==> config.mk <==
export PLATFORM = sky130hd
export DESIGN_NAME = imem_read_arbiter
export DESIGN_NICKNAME = d
export VERILOG_FILES = /design/src/rtl/imem_arb_pkg.sv /design/src/rtl/imem_arb_starve_ctr.sv /design/src/rtl/imem_read_arbiter.sv
export SDC_FILE = /design/constraint.sdc
export NUM_CORES = 1
export LEC_CHECK = 0
export ABC_AREA = 1
export CORE_ASPECT_RATIO = 0.6
export CORE_MARGIN = 1
export CORE_UTILIZATION = 43
export DETAILED_ROUTE_END_ITERATION = 10
export GPL_ROUTABILITY_DRIVEN = 1
export GPL_TIMING_DRIVEN = 0
export PLACE_DENSITY_LB_ADDON = 0.25
export SLEW_MARGIN = 20
export SYNTH_ARGS = -nofsm -noshare
export SYNTH_HDL_FRONTEND = slang
export SYNTH_SLANG_ARGS = --single-unit
==> constraint.sdc <==
create_clock -name clk -period 1.7 [get_ports clk]
set_input_delay 0.17 -clock clk [delete_from_list [all_inputs] [get_ports clk]]
set_output_delay 0.17 -clock clk [all_outputs]
set_load 0.02 [all_outputs]
==> src/rtl/imem_arb_pkg.sv <==
// Shared types and constants for the instruction-memory read arbiter.
package imem_arb_pkg;

  typedef enum logic [1:0] {
    IDLE = 2'd0,
    WAIT = 2'd1,
    CAPT = 2'd2,
    RESP = 2'd3
  } state_t;

  typedef enum logic {
    OWN_F = 1'b0,
    OWN_D = 1'b1
  } owner_t;

  localparam int unsigned STARVE_CNT_W = 4;

endpackage

==> src/rtl/imem_arb_starve_ctr.sv <==
// Counts consecutive arbitrations lost by the debug port and flags when it must win.
module imem_arb_starve_ctr
  import imem_arb_pkg::*;
(
  input  logic                    clk,
  input  logic                    reset,
  input  logic                    d_req,
  input  logic                    f_accept,
  input  logic                    d_accept,
  input  logic [STARVE_CNT_W-1:0] limit,
  output logic                    override_c
);

  localparam logic [STARVE_CNT_W-1:0] CNT_MAX = '1;

  logic [STARVE_CNT_W-1:0] cnt;

  // Any edge without a pending debug request breaks the losing streak.
  always_ff @(posedge clk or negedge reset) begin
    if (!reset) begin
      cnt <= '0;
    end else if (d_accept || !d_req) begin
      cnt <= '0;
    end else if (f_accept && (cnt != CNT_MAX)) begin
      cnt <= cnt + STARVE_CNT_W'(1);
    end
  end

  assign override_c = d_req && (cnt >= limit);

endmodule

==> src/rtl/imem_read_arbiter.sv <==
// Shares one synchronous-read instruction memory between the fetch port (high
// priority) and the debug port (low priority, with anti-starvation override).
module imem_read_arbiter
  import imem_arb_pkg::*;
#(
  parameter int unsigned ADDR_W       = 9,
  parameter int unsigned DATA_W       = 32,
  parameter int unsigned STARVE_LIMIT = 4
) (
  input  logic              clk,
  input  logic              reset,
  input  logic              f_req,
  input  logic [ADDR_W-1:0] f_addr,
  output logic              f_gnt,
  output logic              f_rvalid,
  output logic [DATA_W-1:0] f_rdata,
  input  logic              f_rready,
  input  logic              d_req,
  input  logic [ADDR_W-1:0] d_addr,
  output logic              d_gnt,
  output logic              d_rvalid,
  output logic [DATA_W-1:0] d_rdata,
  input  logic              d_rready,
  output logic [ADDR_W-1:0] mem_addr,
  input  logic [DATA_W-1:0] mem_dout,
  output logic              busy
);

  state_t state;
  owner_t owner;

  logic own_rready_c;
  logic handshake_c;
  logic window_c;
  logic override_c;
  logic d_wins_c;
  logic f_accept_c;
  logic d_accept_c;
  logic accept_c;

  // In RESP the owner's rvalid is always high, so its rready alone is the handshake.
  assign own_rready_c = (owner == OWN_F) ? f_rready : d_rready;
  assign handshake_c  = (state == RESP) && own_rready_c;
  assign window_c     = reset && ((state == IDLE) || handshake_c);

  assign d_wins_c = d_req && (override_c || !f_req);
  assign f_gnt    = window_c && f_req && !d_wins_c;
  assign d_gnt    = window_c && d_wins_c;

  assign f_accept_c = f_req && f_gnt;
  assign d_accept_c = d_req && d_gnt;
  assign accept_c   = f_accept_c || d_accept_c;

  imem_arb_starve_ctr u_starve (
    .clk        (clk),
    .reset      (reset),
    .d_req      (d_req),
    .f_accept   (f_accept_c),
    .d_accept   (d_accept_c),
    .limit      (STARVE_CNT_W'(STARVE_LIMIT)),
    .override_c (override_c)
  );

  // Access sequencer: IDLE -> WAIT -> CAPT -> RESP, with RESP chaining straight into WAIT.
  always_ff @(posedge clk or negedge reset) begin
    if (!reset) begin
      state    <= IDLE;
      owner    <= OWN_F;
      mem_addr <= '0;
      f_rvalid <= 1'b0;
      d_rvalid <= 1'b0;
      f_rdata  <= '0;
      d_rdata  <= '0;
      busy     <= 1'b0;
    end else begin
      case (state)
        IDLE: begin
          if (accept_c) begin
            state <= WAIT;
            busy  <= 1'b1;
          end
        end
        WAIT: state <= CAPT;
        CAPT: begin
          state <= RESP;
          if (owner == OWN_F) begin
            f_rvalid <= 1'b1;
            f_rdata  <= mem_dout;
          end else begin
            d_rvalid <= 1'b1;
            d_rdata  <= mem_dout;
          end
        end
        RESP: begin
          if (handshake_c) begin
            f_rvalid <= 1'b0;
            d_rvalid <= 1'b0;
            if (accept_c) begin
              state <= WAIT;
            end else begin
              state <= IDLE;
              busy  <= 1'b0;
            end
          end
        end
        default: begin
          state <= IDLE;
          busy  <= 1'b0;
        end
      endcase

      if (accept_c) begin
        mem_addr <= d_accept_c ? d_addr : f_addr;
        owner    <= d_accept_c ? OWN_D : OWN_F;
      end
    end
  end

endmodule
==> results of run 1 <==
[power groups by stage]
stage	sequential [W]	combinational (W)	clock [W]
after global routing	0.00359	0.00581	0.00190
after detailed placement	0.00345	0.00500	0
final	0.00349	0.00536	0.00177
after floorplan	0.00449	0.00146	0
after global placement	0.00345	0.00486	0
after CTS	0.00346	0.00513	0.00181
[placed cells by master, fill, tap and decap left out, drive strengths merged, types with 2 or more instances in the layout]
cell / n
inv: 48
nor3: 3
dfrtp: 83
nor2: 17
clkbuf: 25
nand2: 95
a21oi: 2
nand3: 11
ha: 5
o21ai: 85
buf: 20
clkdlybuf4s50: 130
clkinv: 2
nand4: 2
[worst min-delay path by stage]
stage	slack (ns)	from	end	cells past startpoint
after global routing	0.42	reset	mem_addr[6]	3
after floorplan	-0.13	reset	busy	0
final	0.40	reset	mem_addr[6]	3
after CTS	-0.23	reset	mem_addr[6]	1
after detailed placement	0.13	reset	mem_addr[6]	1
after global placement	0.47	d_rdata[8]	d_rdata[8]	2
[cell families (layout without fill, tap and decap cells)]
logic type               after synthesis  after routing
AND/OR/NAND/NOR                      129            129
AO/OA/AOI/OAI                         88             88
flip-flops                            83             83
buffers and inverters                 64            226
adder cells (fa/ha/maj)                5              5
[repair_timing]
item | CTS | global route
endpoints found under the hold margin | 27 | 27
setup buffers | 3 | 5
setup endpoints to repair | 73 | 51
pin swaps | 3 | 14
cloned | 0 | 2
gates resized for setup | 34 | 47
[critical path, stage by stage (launching register included)]
cell and delay (ns):
dfrtp_2 0.46, inv_4 0.09, ha_4 0.16, nor2_2 0.05, nor2_4 0.18, nand3_4 0.11
nor2_4 0.11, buf_6 0.12
[routing by layer]
| layer | share of wire | GRT usage | vias to the layer above |
|---|---|---|---|
| li1 | - | - | 1479 |
| met1 | 0.45 | 0.322 | 1513 |
| met2 | 0.45 | 0.358 | 130 |
| met3 | 0.078 | 0.0677 | 20 |
| met4 | 0.017 | 0.0883 | 0 |
| met5 | 0 | 0 | - |
[flip-flops by register name, indices dropped and copies added, names as in the netlist]
register	count
d_rdata	32
f_rdata	32
mem_addr	9
u_starve.cnt	4
state	2
busy	1
d_rvalid	1
f_rvalid	1
owner	1
[final cells by class]
type | count | share of cell area
inverter | 48 | 0.0351
tap | 104 | 0.0240
timing repair buffer | 146 | 0.272
clock buffer | 14 | 0.0488
clock inverter | 2 | 0.00185
sequential | 83 | 0.384
multi-input combinational | 222 | 0.215
buffer | 16 | 0.0185
[through the flow]
step                       util  total power, W
after floorplan               -         0.00594
after global placement    0.651         0.00831
after detailed placement  0.655         0.00845
after CTS                 0.703          0.0104
after global routing      0.730          0.0113
final                     0.730          0.0106
==> impl_metrics.py, run 1 <==
metrics = {
    "outcome": {
        "status": "finished, violations left",
        "violations": "setup timing",
    },
    "sta": {
        "fin_crit_ns": 1.78,
        "hold_violations": 0,
        "rsz0062_at_grt": "true",
        "fin_skew_ns": 0.00590,
        "worst_pin_slew_ns": 0.498,
        "setup_tns_ns": -0.206,
        "slew_headroom": 0.668,
        "max_freq_mhz": 560,
        "holdWs_ns": 0.401,
        "worst_slack_ns": -0.0847,
        "setup_viol": 4,
        "finalCritPeriodShare": 1.05,
        "slew_viol_final": 0,
    },
    "power_and_ir_drop": {
        "pwr-share-seq": 0.328,
        "ir_worst_vdd_uv": 1010,
        "cellPowerDensity_mw_per_mm2": 1960,
        "clockPowerShare": 0.167,
        "p_int_w": 0.00643,
        "comb_power_share": 0.505,
        "p_leak_nw": 2.55,
        "p_switching_w": 0.00420,
        "switching_share": 0.395,
    },
    "route": {
        "drt_wl_total_um": 9690,
        "first_pass_iters": 4,
        "viasPerCell": 4.95,
        "drc": 0,
        "ant_nets": 0,
        "wire_per_inst_um": 15.3,
        "routed-via-count": 3142,
        "drtIter0Drc": 192,
    },
    "synthesis": {
        "ys_warn_count": 0,
        "async_flop_share": 1.00,
        "synth-edff-count": 0,
        "yosysTopAreaCellShare": 0.616,
        "synthMuxAreaShare": 0,
        "ys.flop_type": "dfrtp_1",
        "yosysTopAreaCell": "dfrtp_1",
        "synth_cells": 369,
        "synth_top_family_by_area": "simple AND/OR/NAND/NOR gates",
        "synth_compound_area_frac": 0.135,
        "syn_area_per_cell_um2": 9.13,
        "syn-num-nets": 430,
        "synth-simple-area-share": 0.156,
        "synth_commonest_cells": "nand2_1 (94), dfrtp_1 (83), o21ai_0 (73)",
        "yosys-top-cells-area": "dfrtp_1 (62%), o21ai_0 (11%), nand2_1 (10%), inv_1 (5.2%), ha_1 (1.9%)",
        "synth-seq-area-share": 0.616,
        "yosysMostFrequentCell": "nand2_1",
        "yosys.area_share.adder": 0.0186,
        "synth.distinct_cells": 23,
        "synth_xor_area_frac": 0,
        "ys_ff_latch": 83,
        "syn_area_mm2": 0.00337,
    },
    "critical_path": {
        "cp-end-kind": "output pin",
        "required_ns": 1.53,
        "crit_end": "f_gnt",
        "r2r_start": "state[0]",
        "r2r-end": "state[0]",
        "startpoint_type": "flip-flop",
        "worstSetupPathType": "flip-flop to output pin",
        "worstSetupStartpoint": "state[0]",
        "critical_path_arrival_ns": 1.61,
        "r2r_slack_ns": -0.04,
        "crit_fanout": 4,
        "reg2reg_depth": 10,
    },
    "flow_run": {
        "cap_violations": 0,
    },
    "final_layout": {
        "area_growth_pct": 60.7,
        "stdcell_count": 635,
        "drive_gt1_frac": 0.132,
        "nFillCells": 527,
        "final_nets": 587,
        "final-seq-area_mm2": 0.00208,
        "antennaDiodeCount": 0,
        "multi_input_area_mm2": 0.00117,
        "stdcell_area_mm2": 0.00542,
    },
    "clock_tree": {
        "path_clk_slew_ns": 0.06,
        "cts_tree": "done",
        "cts_buffers": 9,
        "cts_sinks": 83,
        "root_buffer": "clkbuf_16",
        "cts_buffer_depth": 2,
        "worstSkewPairLatency_ns": 0.33,
        "h-tree-depth": 3,
    },
    "global_route": {
        "grt-ovfl-total": 0,
        "grt_pass1_vias": 3005,
        "grt_pass1_wl_um": 14600,
        "antenna_found_initial": 0,
        "grt_usage": 0.236,
        "grt_max_degree": 57,
    },
    "floorplan": {
        "die_w_um": 116,
        "die_y_um": 70.6,
        "start_util": 0.454,
        "dieArea_mm2": 0.00821,
        "rows": 24,
        "pin_count": 134,
        "design.core.area_mm2": 0.00742,
    },
    "placement": {
        "port_buffers": 133,
        "post-place-ws_ns": -0.544,
        "place.gp.congestion": 0.755,
        "dp_hpwl_um": 6550,
        "place_area_mm2": 0.00486,
        "dp_cells": 607,
    },
    "min_path": {
        "min_path_type": "input pin to asynchronous set/reset pin",
    },
}
(Power assumes the default switching activity.)
==> inputs of run 2 (changes only) <==
Settings changed: CAP_MARGIN set to 40, SLEW_MARGIN 20 to 10.
==> run 2 against run 1 <==
Net effect:
- sequential share of layout area did not move
- count of clock-buffer cells in the layout did not move
- critical endpoint unchanged
- largest power group unchanged
- critical path type unchanged
- first-iteration DRC count did not move
- the run still ends with setup timing left
- combinational power barely moved
==> impl_metrics.py, run 2 (synthesized netlist as in run 1, its figures left out) <==
metrics = {
    "route": {
        "ant_nets": 0,
        "drt_wl_total_um": 9690,
        "drtIter0Drc": 192,
        "routed-via-count": 3142,
        "drc": 0,
        "first_pass_iters": 4,
        "viasPerCell": 4.95,
        "wire_per_inst_um": 15.3,
    },
    "global_route": {
        "grt_pass1_wl_um": 14600,
        "grt_busiest_layer": "met2",
        "antenna_found_initial": 0,
        "met2_usage": 0.358,
        "grt_max_degree": 57,
        "grtUsageMet1": 0.322,
        "grt-ovfl-total": 0,
        "use_met3": 0.0677,
        "grt_pass1_vias": 3005,
        "grt_usage": 0.236,
    },
    "final_layout": {
        "final_nets": 587,
        "post-route-util": 0.730,
        "final_common_cell": "clkdlybuf4s50_1",
        "multi_input_area_mm2": 0.00117,
        "antennaDiodeCount": 0,
        "nFillCells": 527,
        "reg_top3": "d_rdata x32, f_rdata x32, mem_addr x9",
        "final-seq-area_mm2": 0.00208,
        "stdcell_count": 635,
        "final_cell_mix": "clkdlybuf4s50_1 (130), nand2_1 (91), dfrtp_1 (81), o21ai_0 (67), inv_1 (45)",
        "drive_gt1_frac": 0.132,
        "area_growth_pct": 60.7,
    },
    "outcome": {
        "violations": "setup timing",
        "status": "finished, violations left",
    },
    "clock_tree": {
        "root_buffer": "clkbuf_16",
        "cts_sinks": 83,
        "h-tree-depth": 3,
        "worstSkewPairLatency_ns": 0.33,
        "cts_tree": "done",
        "cts_buffer_depth": 2,
        "cts_buffers": 9,
        "path_clk_slew_ns": 0.06,
    },
    "floorplan": {
        "design.core.area_mm2": 0.00742,
        "die_y_um": 70.6,
        "pin_count": 134,
        "die_w_um": 116,
        "dieArea_mm2": 0.00821,
        "rows": 24,
        "start_util": 0.454,
    },
    "sta": {
        "setup_tns_ns": -0.206,
        "rsz0062_at_grt": "true",
        "finalCritPeriodShare": 1.05,
        "max_freq_mhz": 560,
        "slew_viol_final": 0,
        "setup_viol": 4,
        "hold_violations": 0,
        "worst_slack_ns": -0.0847,
        "fin_crit_ns": 1.78,
        "worst_pin_slew_ns": 0.498,
        "slew_headroom": 0.668,
        "fin_skew_ns": 0.00590,
    },
    "critical_path": {
        "startpoint_type": "flip-flop",
        "slowest_delay_ns": 0.46,
        "critical_path_arrival_ns": 1.61,
        "critical_path.most_common_cell": "nor2_4",
        "worstSetupPathType": "flip-flop to output pin",
        "cpMaxStageDelayCell": "dfrtp_2",
        "path_cells": "inv_4 > ha_4 > nor2_2 > nor2_4 > nand3_4 > nor2_4 > buf_6",
        "crit_fanout": 4,
        "cp-end-kind": "output pin",
        "required_ns": 1.53,
    },
    "placement": {
        "dp_hpwl_um": 6550,
        "port_buffers": 133,
        "place.gp.congestion": 0.755,
        "dp_cells": 607,
    },
    "min_path": {
        "min_path_type": "input pin to asynchronous set/reset pin",
    },
    "power_and_ir_drop": {
        "p_leak_nw": 2.55,
        "ir_worst_vdd_uv": 1010,
        "cellPowerDensity_mw_per_mm2": 1960,
    },
    "flow_run": {
        "cap_violations": 0,
    },
}
[run 2: layout make-up]
cell class,instances,share of cell area
clock buffer,14,0.0488
clock inverter,2,0.00185
timing repair buffer,146,0.272
inverter,48,0.0351
buffer,16,0.0185
multi-input combinational,222,0.215
tap,104,0.0240
sequential,83,0.384
[run 2: worst paths after layout]
check / startpoint / end / slack [ns] / cells after the start
setup / recovery: state[0] / f_gnt / -0.08 / 7
hold / removal: reset / mem_addr[6] / 0.40 / 3
setup reg to reg: state[0] / state[0] / -0.04 / 10
hold reg to reg: f_rdata[5] / f_rdata[5] / 0.48 / 2
max in group asynchronous: reset / f_rdata[29] / 1.00 / 3
min in group clk: mem_dout[31] / d_rdata[31] / 0.41 / 3
[run 2: routing by layer]
layer / share of wire / vias up
met4: 0.017 / 0
li1: - / 1479
met5: 0 / -
met2: 0.45 / 130
met1: 0.45 / 1513
met3: 0.078 / 20
[run 2: critical path: cells and delay by family (launching register included)]
family	cells	cell delay, ns
adders and majority gates	1	0.16
DFF	1	0.46
and+or+nand+nor	4	0.45
buffers and inverters	2	0.21
[run 2: where the power goes]
part | switching [W] | internal (W)
logic | 0.00293 | 0.00244
clock network | 0.000708 | 0.00107
registers | 0.000567 | 0.00292
[run 2: what timing repair did]
item	in CTS	in global routing
gates resized for setup	34	47
endpoints found under the hold margin	27	27
buffers inserted	3	5
gates cloned	0	2
endpoints found under the setup margin	73	51
pin swaps	3	14
[run 2: through the flow]
step                      instance area, um2  setup slack (ns)  hold WS (ns)  power [W]
after floorplan                         3370            0.0753        -0.126    0.00594
after global placement                  4830             -3.52         0.466    0.00831
after detailed placement                4860            -0.544         0.128    0.00845
after CTS                               5220           -0.0799        -0.226     0.0104
after global routing                    5420            -0.164         0.421     0.0113
final                                   5420           -0.0847         0.401     0.0106
